File: src/rtl/if_id_stage_if.sv
// IF/ID pipeline-register bundle: fetch-side inputs, hazard controls and the
// registered values presented to decode.
interface if_id_stage_if;
  logic [31:0] pc_i;
  logic [31:0] instr_i;
  logic        hold_i;
  logic        flush_i;
  logic [31:0] pc_o;
  logic [31:0] instr_o;
  logic        valid_o;
  logic [1:0]  state_o;
  logic        stall_err_o;

  modport master (
    output pc_i, instr_i, hold_i, flush_i,
    input  pc_o, instr_o, valid_o, state_o, stall_err_o
  );

  modport slave (
    input  pc_i, instr_i, hold_i, flush_i,
    output pc_o, instr_o, valid_o, state_o, stall_err_o
  );
endinterface

File: src/rtl/if_id_stage.sv
// IF/ID pipeline register with hold/flush control, stall watchdog and optional
// hold/flush performance counters (enabled by defining IFID_PERF_CNT_EN).
module if_id_stage #(
  parameter int unsigned MAX_STALL = 4  // legal range 1..6
) (
  input  logic          clk_i,
  input  logic          rst_i,
  if_id_stage_if.slave  bus
`ifdef IFID_PERF_CNT_EN
  ,
  output logic [15:0]   stall_cnt_o,
  output logic [15:0]   flush_cnt_o
`endif
);

  typedef enum logic [1:0] {
    ST_RUN    = 2'b00,
    ST_STALL  = 2'b01,
    ST_BUBBLE = 2'b10
  } state_t;

  localparam logic [2:0] HOLD_SAT   = 3'd7;
  localparam logic [2:0] HOLD_LIMIT = 3'(MAX_STALL);

  state_t      r_state;
  logic [31:0] r_pc;
  logic [31:0] r_instr;
  logic        r_valid;
  logic [2:0]  r_hold_cnt;
  logic        r_stall_err;

  // NOTE: sequential state uses non-blocking assignments so every register
  // samples pre-edge values, independent of statement order.
  always_ff @(posedge clk_i) begin
    if (!rst_i) begin
      r_state     <= ST_RUN;
      r_pc        <= '0;
      r_instr     <= '0;
      r_valid     <= 1'b0;
      r_hold_cnt  <= '0;
      r_stall_err <= 1'b0;
    end else if (bus.hold_i) begin
      // Hold masks any simultaneous flush; the stored instruction stays put.
      r_state <= ST_STALL;
      if (r_hold_cnt != HOLD_SAT) begin
        r_hold_cnt <= r_hold_cnt + 3'd1;
      end
      if (r_hold_cnt == HOLD_LIMIT) begin
        r_stall_err <= 1'b1;
      end
    end else if (bus.flush_i) begin
      r_state    <= ST_BUBBLE;
      r_instr    <= '0;
      r_valid    <= 1'b0;
      r_hold_cnt <= '0;
    end else begin
      r_state    <= ST_RUN;
      r_pc       <= bus.pc_i;
      r_instr    <= bus.instr_i;
      r_valid    <= 1'b1;
      r_hold_cnt <= '0;
    end
  end

  assign bus.pc_o        = r_pc;
  assign bus.instr_o     = r_instr;
  assign bus.valid_o     = r_valid;
  assign bus.state_o     = r_state;
  assign bus.stall_err_o = r_stall_err;

`ifdef IFID_PERF_CNT_EN
  logic [15:0] r_stall_cnt;
  logic [15:0] r_flush_cnt;

  // Flushes masked by a hold are counted as hold cycles only.
  always_ff @(posedge clk_i) begin
    if (!rst_i) begin
      r_stall_cnt <= '0;
      r_flush_cnt <= '0;
    end else if (bus.hold_i) begin
      if (r_stall_cnt != 16'hFFFF) begin
        r_stall_cnt <= r_stall_cnt + 16'd1;
      end
    end else if (bus.flush_i) begin
      if (r_flush_cnt != 16'hFFFF) begin
        r_flush_cnt <= r_flush_cnt + 16'd1;
      end
    end
  end

  assign stall_cnt_o = r_stall_cnt;
  assign flush_cnt_o = r_flush_cnt;
`endif

endmodule

File: src/flat_wrapper.sv
// flat-port wrapper written by rule: the top's interface ports become plain ports
module if_id_stage_flat 
#(
  parameter int unsigned MAX_STALL = 4                     
)
  (clk_i, rst_i, bus_pc_i, bus_instr_i, bus_hold_i, bus_flush_i, bus_pc_o, bus_instr_o, bus_valid_o, bus_state_o, bus_stall_err_o);
  if_id_stage_if bus_i ();
  input  logic clk_i;
  input  logic rst_i;
  input wire logic [$bits(bus_i.pc_i)-1:0] bus_pc_i;
  input wire logic [$bits(bus_i.instr_i)-1:0] bus_instr_i;
  input wire logic [$bits(bus_i.hold_i)-1:0] bus_hold_i;
  input wire logic [$bits(bus_i.flush_i)-1:0] bus_flush_i;
  output wire logic [$bits(bus_i.pc_o)-1:0] bus_pc_o;
  output wire logic [$bits(bus_i.instr_o)-1:0] bus_instr_o;
  output wire logic [$bits(bus_i.valid_o)-1:0] bus_valid_o;
  output wire logic [$bits(bus_i.state_o)-1:0] bus_state_o;
  output wire logic [$bits(bus_i.stall_err_o)-1:0] bus_stall_err_o;
  assign bus_i.pc_i = bus_pc_i;
  assign bus_i.instr_i = bus_instr_i;
  assign bus_i.hold_i = bus_hold_i;
  assign bus_i.flush_i = bus_flush_i;
  assign bus_pc_o = bus_i.pc_o;
  assign bus_instr_o = bus_i.instr_o;
  assign bus_valid_o = bus_i.valid_o;
  assign bus_state_o = bus_i.state_o;
  assign bus_stall_err_o = bus_i.stall_err_o;
  if_id_stage #(.MAX_STALL(MAX_STALL)) u_core (.clk_i(clk_i), .rst_i(rst_i), .bus(bus_i));
endmodule
File: config.mk
export PLATFORM = sky130hd
export DESIGN_NAME = if_id_stage_flat
export DESIGN_NICKNAME = d
export VERILOG_FILES = /design/src/rtl/if_id_stage_if.sv /design/src/rtl/if_id_stage.sv /design/src/flat_wrapper.sv
export SDC_FILE = /design/constraint.sdc
export NUM_CORES = 1
export LEC_CHECK = 0
export ABC_AREA = 1
export CORE_MARGIN = 1.5
export CORE_UTILIZATION = 35
export DETAILED_ROUTE_END_ITERATION = 7
export GPL_TIMING_DRIVEN = 1
export PLACE_DENSITY = 0.72
export SYNTH_ARGS = -nofsm -noshare
export SYNTH_HDL_FRONTEND = slang
export SYNTH_SLANG_ARGS = --single-unit
File: constraint.sdc
create_clock -name clk_i -period 1.2 [get_ports clk_i]
set_input_delay 0.24 -clock clk_i [delete_from_list [all_inputs] [get_ports clk_i]]
set_output_delay 0.24 -clock clk_i [all_outputs]
set_load 0.01 [all_outputs]
======== After elaboration in Yosys (flattened, before gate mapping) ========
Index checks and enable logic that the tools add are counted.
word-level totals
  flip-flop bits (word level) ............. 71
  output and inout bits ................... 68
  input port bits ......................... 68
operators by class
  eq/ne operators ......................... 2
  reductions and logical operators ........ 4
  bitwise operators ....................... 3
  multiplexer cells ....................... 4
  add/subtract/negate cells ............... 1
operators with widths
  operator               count
  $mux W32               1
  $reduce_and A2 Y1      3
  $add A3 B1 Y3 const B  1
  $eq A3 B3 Y1 const B   1
  $ne A3 B3 Y1 const B   1
  $not A1 Y1             3
  $mux W1                2
  $mux W2                1
  $reduce_or A2 Y1       1

======== Longest topological paths before layout ========
Gate-level depths: netlist of run 1.
  depth in word-level cells ............... 2
  depth in mapped cells ................... 6

======== Worst setup path after synthesis of run 1 ========
Ideal clock, no wire load.
  path type ............................... register to register
  start point ............................. register u_core.r_hold_cnt[0]
  end point ............................... register u_core.r_hold_cnt[0]
  stages on the path, launching flop included .. 6
  clock period less this slack ............ 987 ps
  setup time .............................. 70 ps
  required time ........................... 1130 ps
  setup slack ............................. 213 ps
  data arrival time ....................... 917 ps
  path through ............................ dfxtp_1 -> ha_1 -> ha_1 -> inv_1 -> nand2_1 -> a21oi_1
on the way
  cells in the longest elaborated chain, start to end .. 1
RTL lines
  what                                           RTL line                              text
  from (decl)                                    if_id_stage.sv:29                     logic [2:0] r_hold_cnt;
  from (signal assigned)                         if_id_stage.sv:46                     r_hold_cnt <= r_hold_cnt + 3'd1;
  $add A3 B1 Y3 or $ne A3 B3 Y1 (tied branches)  if_id_stage.sv:46, if_id_stage.sv:45
Parallel ways exist; a longest one is shown, timed or not.
A chain may end at the register's enable or synchronous reset.

======== Worst setup path in the final report of run 1 ========
  start point ............................. register u_core.r_instr[15], in the netlist u_core.bus.instr_o[15]
  end point ............................... output bus_instr_o[15]
RTL lines
  what                    RTL line            text
  from (decl)             if_id_stage.sv:27   logic [31:0] r_instr;
  from (signal assigned)  if_id_stage.sv:59   r_instr <= bus.instr_i;
  to (decl)               flat_wrapper.sv:15  output wire logic [$bits(bus_i.instr_o)-1:0] bus_instr_o;
No word-level cell between the ends.

==> summary.txt, run 1 <==
Status - finished clean
Final Cycle Share - 0.9694
Gpl congestion - 0.7323
Max frequency - 859.6 MHz
Vias - 2,623
FF-to-FF Start - u_core.r_hold_cnt[0]
Worst-path clk slew - 0.07 ns
Setup crit start kind - flop
Dpl cells - 596
Final Cell Area - 4298 um^2
Critical path fanouts, max - 2
CP Class - reg2out
Pleak - 2.125 nW
Port bufs - 135
Cells after synthesis - 374
Ys Warns - 0
Critical path's top delay family - flip-flops
Syn nets - 445
Vias per cell - 4.272
Worst-Skew Late Latency - 0.33 ns
DR WL met3 - 341 um
GRT Total Usage - 0.1675
GR Overflow Total - 0
Final Critical Period - 1.163 ns
Unrepaired setup endpoints after global routing - false
TNS Setup - 0 ns
Crit path cell chain - clkdlybuf4s15_1
Cts hold-fix bufs - 0
TritonCTS clock tree - yes
TritonCTS Buffers - 9
Antenna Cells - 0
Core Area - 7331 um^2
Number of global-route vias before repair - 2,412
Clock Power Share - 0.344
CTS sink cnt - 71
Setup crit end kind - primary output
IO Count - 136
Peak VDD IR - 0.7258 mV
Root Driver - clkbuf_8
Reg-to-reg endpoint - u_core.r_hold_cnt[2]
Standard-cell rows - 31
Count of final max-slew check failures - 0
Top Metal Used - met4
Worst hold path depth - 2
Hold Path Sink - u_core.bus.state_o[1]
Crit path largest cell delay - 0.34 ns
Power Density - 1187 nW/um^2
Final Skew - 0.002285 ns
Rel. slew slack - 0.8473
Max Cap Viol - 0
Sw Ratio - 0.2381
Seq pwr share - 0.498
Synth Cell Area - 2688 um^2
ANT nets after route - 0
Area Overhead vs Synth - 59.92%
Power consumption - 5.101 mW
Die H - 90.63 um
Post-DP Area - 4149 um^2
Largest net degree at the start of global routing - 50
Initial core utilization - 0.3666
First-pass GRT wire length - 11,010 um
Mean Syn Cell Area - 7.186 um^2
Worst Hold Launch - bus_hold_i
Arrival time of the worst setup path - 0.92 ns
Sequential area share after synthesis - 0.5289
DR WL met2 - 3507 um
Hold Path Class - in2reg
Comb power frac - 0.159
P_sw - 1.214 mW
Layout Cells excl Fill - 614
Seq cells post-synth - 71
DIE WIDTH - 90.63 um
Worst Tran Pin Value - 0.2286 ns
Clk buf depth - 2
Post-route setup slack - 0.03667 ns
Slowest CP cell - dfxtp_1
Critical Path RT - 0.96 ns
DRT Pass-1 Iters - 4
Iteration-0 DRC Markers - 100
Detailed Place HPWL - 4861 um
Final Hold Fails - 0
Flop-to-flop setup slack - 0.12 ns
CTS H-tree depth - 3
P_int - 3.887 mW
Pre-CTS setup slack - -0.3599 ns
Nets - 583
Routed wire per std cell - 11.41 um
Die area - 8214 um^2
WL final - 7005 um
R2R depth - 5
Library cells used by synthesis - 15
Initial antenna violation count - 0
Post-Route M1 WL - 3065 um
Share of cells above drive strength 1 - 0.1029
CP Buf/Inv Count - 1
Setup violators final - 0
Drc violations - 0
==> registers in the layout, summed over array words and instances (netlist names) <==
name / cells
u_core.bus.stall_err_o: 1
u_core.r_hold_cnt: 3
u_core.bus.pc_o: 32
u_core.bus.valid_o: 1
u_core.bus.state_o: 2
u_core.bus.instr_o: 32
==> layout make-up <==
cell class | instances | area [um^2]
multi-input combinational | 246 | 1005
tap | 99 | 123.9
timing repair buffer | 148 | 1430
sequential | 71 | 1421
fill | 663 | 3033
clock buffer | 14 | 182.7
inverter | 36 | 135.1
==> stage by stage <==
step	util	hold slack, ns
finish	0.5863	0.2057
CTS	0.5817	0.3203
detailed placement	0.5660	0.4316
global route	0.5863	0.2217
global placement	0.5660	0.4275
floorplan	-	0.3115
==> per-layer routing <==
metal / global-route usage / vias up
met5: 0 / -
met3: 0.04125 / 6
li1: - / 1383
met1: 0.1889 / 1164
met4: 0.08069 / 0
met2: 0.2932 / 70
==> placed cells by master (no fill, tap or decap), drive strengths merged, types with 3 or more instances in the layout <==
cell,instances
clkdlybuf4s15,43
ha,3
dfxtp,71
nand2,141
nand3,32
nor2,66
clkdlybuf4s50,65
a21oi,3
inv,36
clkbuf,39
buf,12
==> cells in the mapped netlist <==
cell type | number | area [um^2]
inv_2 | 1 | 3.750
o21ai_0 | 1 | 5.000
ha_1 | 3 | 37.54
buf_2 | 14 | 70.07
nand3_1 | 32 | 160.2
inv_1 | 35 | 131.4
nor2_4 | 1 | 11.26
a21oi_1 | 3 | 15.01
nor2_1 | 65 | 244.0
buf_4 | 2 | 15.01
nand2_2 | 1 | 6.260
buf_1 | 2 | 7.510
buf_6 | 3 | 33.78
dfxtp_1 | 71 | 1421
nand2_1 | 140 | 525.5
==> logic make-up after synthesis <==
group / after synthesis / synth area share
simple gates: 239 / 0.3524
flops: 71 / 0.5289
buf+inv: 57 / 0.09730
compound gates: 4 / 0.007445
fa+ha+maj: 3 / 0.01397
==> power by group through the flow <==
stage | clock [mW] | sequential (mW) | combinational [mW]
floorplan | 0 | 2.65 | 0.277
global placement | 0 | 2.59 | 0.851
detailed placement | 0 | 2.59 | 0.861
CTS | 1.81 | 2.53 | 0.788
global route | 1.93 | 2.55 | 0.886
finish | 1.75 | 2.54 | 0.811
==> worst max-delay path by stage <==
stage | to | cells past startpoint | slack, ns | from
5_1_grt | bus_instr_o[21] | 1 | 0.0002 | u_core.bus.instr_o[21]
3_5_place_dp | u_core.bus.pc_o[4] | 6 | -0.36 | bus_hold_i
3_3_place_gp | u_core.bus.pc_o[4] | 6 | -0.31 | bus_hold_i
2_1_floorplan | u_core.r_hold_cnt[0] | 5 | 0.21 | u_core.r_hold_cnt[0]
6_report | bus_instr_o[15] | 1 | 0.04 | u_core.bus.instr_o[15]
4_1_cts | u_core.bus.pc_o[4] | 6 | 0.0001 | bus_hold_i
==> what timing repair did <==
action / 4_1_cts / 5_1_grt
resized for setup: 82 / 77
setup endpoints to repair: 68 / 78
setup buffers: 0 / 2
gates cloned: 0 / 2
hold endpoints to repair: 0 / 0
No activity file was read; power rests on OpenSTA's default activity.
==> inputs of run 2 (changes only) <==
CORE_MARGIN = 5   (was 1.5)
CORE_UTILIZATION = 25   (was 35)
PLACE_DENSITY = not set   (was 0.72)
==> run 2 against run 1 <==
Effect of this change:
- setup slack improved by 0.0097 ns
- combinational power shrank 6.3%
- critical path depth unchanged
- power up 6.0%
- clock-buffer cell count decreased by 3
- final cell count increased by 5.7%
- global-route usage is 5.1 points lower
- largest power group unchanged
- maximum frequency up 0.84%
- die area is 57% higher
- sequential share of layout area up 0.88 points
- cell area down 2.2%
- largest cell class is now registers
- utilization fell by 18 points
==> summary.txt, run 2 (synthesis results as in run 1) <==
TritonCTS Buffers - 9
First-pass GRT wire length - 12,070 um
Count of final max-slew check failures - 0
Worst-Skew Late Latency - 0.33 ns
CTS sink cnt - 71
DR WL met3 - 476 um
Die H - 113.7 um
Vias - 2,600
Multi-input gate area - 1005 um^2
Initial antenna violation count - 0
Crit path largest cell delay - 0.34 ns
Worst hold path depth - 4
Final Hold Fails - 0
Final Cycle Share - 0.9613
Cell depth of the worst setup path - 1
Pleak - 2.081 nW
Power Density - 1287 nW/um^2
ANT nets after route - 0
Arrival time of the worst setup path - 0.91 ns
Setup crit end kind - primary output
Rel. slew slack - 0.8402
DR WL met2 - 3734 um
Crit path cell chain - clkdlybuf4s15_1
Nets - 579
Drc violations - 0
Root Driver - clkbuf_8
Hold Path Class - in2reg
IO Count - 136
WL final - 7596 um
Commonest non-fill, non-tap cells in the layout - 140 x nand2_1, 67 x dfxtp_1, 66 x clkdlybuf4s50_1
Largest net degree at the start of global routing - 59
Detailed Place HPWL - 5622 um
Post-DP Area - 4183 um^2
R2R depth - 5
Post-Route M1 WL - 3263 um
GRT Total Usage - 0.1161
Worst Tran Pin Value - 0.2397 ns
Setup crit start kind - flop
Peak VDD IR - 0.6484 mV
Top Metal Used - met4
FILL cells - 1,101
Number of global-route vias before repair - 2,480
Critical path fanouts, max - 2
Routed wire per std cell - 11.70 um
FF/Latch Area - 1426 um^2
Core Area - 10,420 um^2
Port bufs - 135
DRT Pass-1 Iters - 4
Final Skew - 0.0005060 ns
Power consumption - 5.409 mW
Worst-path clk slew - 0.07 ns
TNS Setup - 0 ns
TritonCTS clock tree - yes
Critical Path RT - 0.96 ns
Max Cap Viol - 0
Area Overhead vs Synth - 56.33%
Max frequency - 866.9 MHz
Iteration-0 DRC Markers - 103
Gpl congestion - 0.7453
Clk buf depth - 2
Cts hold-fix bufs - 0
Status - finished clean
Critical path's top delay family - flip-flops
CP Buf/Inv Count - 1
Unrepaired setup endpoints after global routing - false
CTS H-tree depth - 3
CP Class - reg2out
Vias per cell - 4.006
Final Critical Period - 1.154 ns
Setup violators final - 0
Standard-cell rows - 37
Share of cells above drive strength 1 - 0.1676
Slowest CP cell - dfxtp_1
GR Overflow Total - 0
Die area - 12,920 um^2
Initial core utilization - 0.2580
DIE WIDTH - 113.7 um
Final Cell Area - 4202 um^2
Leading cell type in the layout, fill and taps excluded - nand2_1
Antenna Cells - 0
==> run 2: cell types whose count changed in the layout (fill, tap and decap cells not counted), sizes merged, moves of 2 or more <==
cell,before,now
clkdlybuf4s15,43,23
clkinv,0,2
bufinv,0,2
clkbuf,39,54
==> run 2: worst paths after layout <==
check | start | endpoint | slack, ns
min reg2reg | u_core.bus.valid_o | u_core.bus.valid_o | 0.45
max reg2reg | u_core.r_hold_cnt[0] | u_core.r_hold_cnt[2] | 0.12
min | rst_i | u_core.r_hold_cnt[0] | 0.33
max | u_core.bus.instr_o[1] | bus_instr_o[1] | 0.05
==> run 2: power by group <==
part / internal, mW / total (mW) / switching (mW)
clock network: 1.23 / 2.11 / 0.880
logic: 0.410 / 0.760 / 0.350
registers: 2.48 / 2.54 / 0.0617
total: 4.12 / 5.41 / 1.29
==> run 2: what timing repair did <==
| item | in CTS | in global routing |
|---|---|---|
| buffers inserted | 0 | 0 |
| setup endpoints to repair | 68 | 52 |
| hold endpoints to repair | 0 | 0 |
| gates resized for setup | 137 | 57 |
==> run 2: stage by stage <==
stage	instances	worst slack [ns]	utilization	hold slack (ns)
4_1_cts	649	0.00002720	0.4231	0.3150
2_1_floorplan	374	0.2134	-	0.3115
3_5_place_dp	633	-0.2408	0.4016	0.4432
3_3_place_gp	633	-0.2266	0.4016	0.4313
6_report	649	0.04642	0.4034	0.3333
5_1_grt	649	0.0002525	0.4034	0.3297
==> run 2: layer usage <==
layer	GRT usage	vias up
li1	-	1381
met1	0.1356	1139
met2	0.1995	71
met3	0.03077	9
met4	0.05048	0
met5	0	-
==> run 2: final cells by class <==
type	instances	area share
tap	136	0.04050
multi-input combinational	246	0.2391
clock buffer	11	0.03365
inverter	36	0.03216
clock inverter	5	0.01936
sequential	71	0.3395
timing repair buffer	144	0.2957
==> inputs of run 3 (changes only) <==
PLACE_DENSITY_LB_ADDON = 0.12   (was not set)
REMOVE_ABC_BUFFERS = 1   (was not set)
==> run 3 against run 2 <==
Effect of this change:
- cell area fell by 1.5%
- maximum frequency is 0.46% higher
- utilization fell by 0.61 points
- first-iteration DRC count is 16% higher
==> summary.txt, run 3 (synthesis results as in run 1) <==
Final Critical Period - 1.148 ns
Critical path's top delay family - flip-flops
Power consumption - 5.374 mW
Core Area - 10,420 um^2
Vias per cell - 4.034
Max frequency - 870.8 MHz
FF-to-FF Start - u_core.r_hold_cnt[0]
Setup crit start kind - flop
Port bufs - 135
Crit path cell chain - clkdlybuf4s15_1
CP Class - reg2out
Routed wire per std cell - 11.76 um
Worst-path clk slew - 0.07 ns
Drc violations - 0
Flop-to-flop setup slack - 0.09 ns
Final Skew - 0.002845 ns
Area Overhead vs Synth - 53.96%
Commonest non-fill, non-tap cells in the layout - 140 x nand2_1, 70 x dfxtp_1, 66 x clkdlybuf4s50_1
Setup violators final - 0
Fin util - 0.3972
Share of cells above drive strength 1 - 0.1715
WL final - 7635 um
Detailed Place HPWL - 5572 um
Power Density - 1299 nW/um^2
R2R depth - 5
Status - finished clean
Post-DP Area - 4215 um^2
Gpl congestion - 0.7179
CTS H-tree depth - 3
First-pass GRT wire length - 12,360 um
Worst-Skew Late Latency - 0.34 ns
FILL cells - 1,145
CP Buf/Inv Count - 1
IO Count - 136
Reg-to-reg endpoint - u_core.r_hold_cnt[0]
GRT Total Usage - 0.1207
Max Cap Viol - 0
Pleak - 2.098 nW
Final Hold Fails - 0
Rel. slew slack - 0.8463
Standard-cell rows - 37
Number of global-route vias before repair - 2,641
TritonCTS Buffers - 9
ANT nets after route - 0
Cts hold-fix bufs - 0
Die H - 113.7 um
Largest net degree at the start of global routing - 49
Setup crit end kind - primary output
Critical Path RT - 0.96 ns
Critical path fanouts, max - 2
Post-route setup slack - 0.05167 ns
Count of final max-slew check failures - 0
Slowest CP cell - dfxtp_1
Cell depth of the worst setup path - 1
GR Overflow Total - 0
Clk buf depth - 2
Final Cycle Share - 0.9569
Unrepaired setup endpoints after global routing - false
Arrival time of the worst setup path - 0.91 ns
Iteration-0 DRC Markers - 119
Root Driver - clkbuf_8
TNS Setup - 0 ns
Worst Tran Pin Value - 0.2305 ns
Setup crit start - u_core.bus.instr_o[25]
Nets - 580
DIE WIDTH - 113.7 um
Peak VDD IR - 0.6342 mV
CTS sink cnt - 71
Setup crit end - bus_instr_o[25]
Initial core utilization - 0.2580
Antenna Cells - 0
Crit path largest cell delay - 0.34 ns
TritonCTS clock tree - yes
Initial antenna violation count - 0
Hold Path Class - in2reg
Final Cell Area - 4138 um^2
Leading cell type in the layout, fill and taps excluded - nand2_1
DRT Pass-1 Iters - 4
Vias - 2,618
Pre-CTS setup slack - -0.2823 ns
Die area - 12,920 um^2
run 3: how the worst min path moves through the flow:
stage | slack [ns] | endpoint | startpoint | cells after the start
final | 0.32 | u_core.r_hold_cnt[1] | rst_i | 4
after global routing | 0.32 | u_core.r_hold_cnt[1] | rst_i | 4
after CTS | 0.31 | u_core.r_hold_cnt[2] | rst_i | 4
after detailed placement | 0.43 | u_core.bus.valid_o | u_core.bus.valid_o | 2
after global placement | 0.43 | u_core.bus.valid_o | u_core.bus.valid_o | 2
after floorplan | 0.31 | u_core.bus.state_o[1] | bus_hold_i | 1
run 3: timing repair:
| action | CTS | global route |
|---|---|---|
| resized for setup | 127 | 72 |
| setup buffers | 0 | 0 |
| setup endpoints to repair | 68 | 66 |
run 3: power breakdown:
group          switching [mW]  internal (mW)
registers              0.0595           2.48
clock network           0.867           1.21
logic                   0.354          0.405
total                    1.28           4.09
run 3: area by class of cell:
class	count	area (um^2)	area share
clock buffers	11	141.4	0.03417
well taps	136	170.2	0.04112
repair buffers	145	1194	0.2885
multi-input cells	246	1005	0.2428
flip-flops and latches	71	1423	0.3438
inverters	36	135.1	0.03266
clock inverters	4	70.07	0.01693
run 3: layer usage:
metal  track usage  vias up  wire length (um)
met1        0.1364     1139              3276
met2        0.1865       92              3352
li1              -     1379                 -
met3       0.07958        8               904
met5             0        -                 0
met4       0.03446        0               101
run 3: stage by stage:
step	std cells	hold WS (ns)
detailed placement	634	0.4310
finish	649	0.3225
floorplan	353	0.3115
global placement	634	0.4291
CTS	649	0.3125
global route	649	0.3211
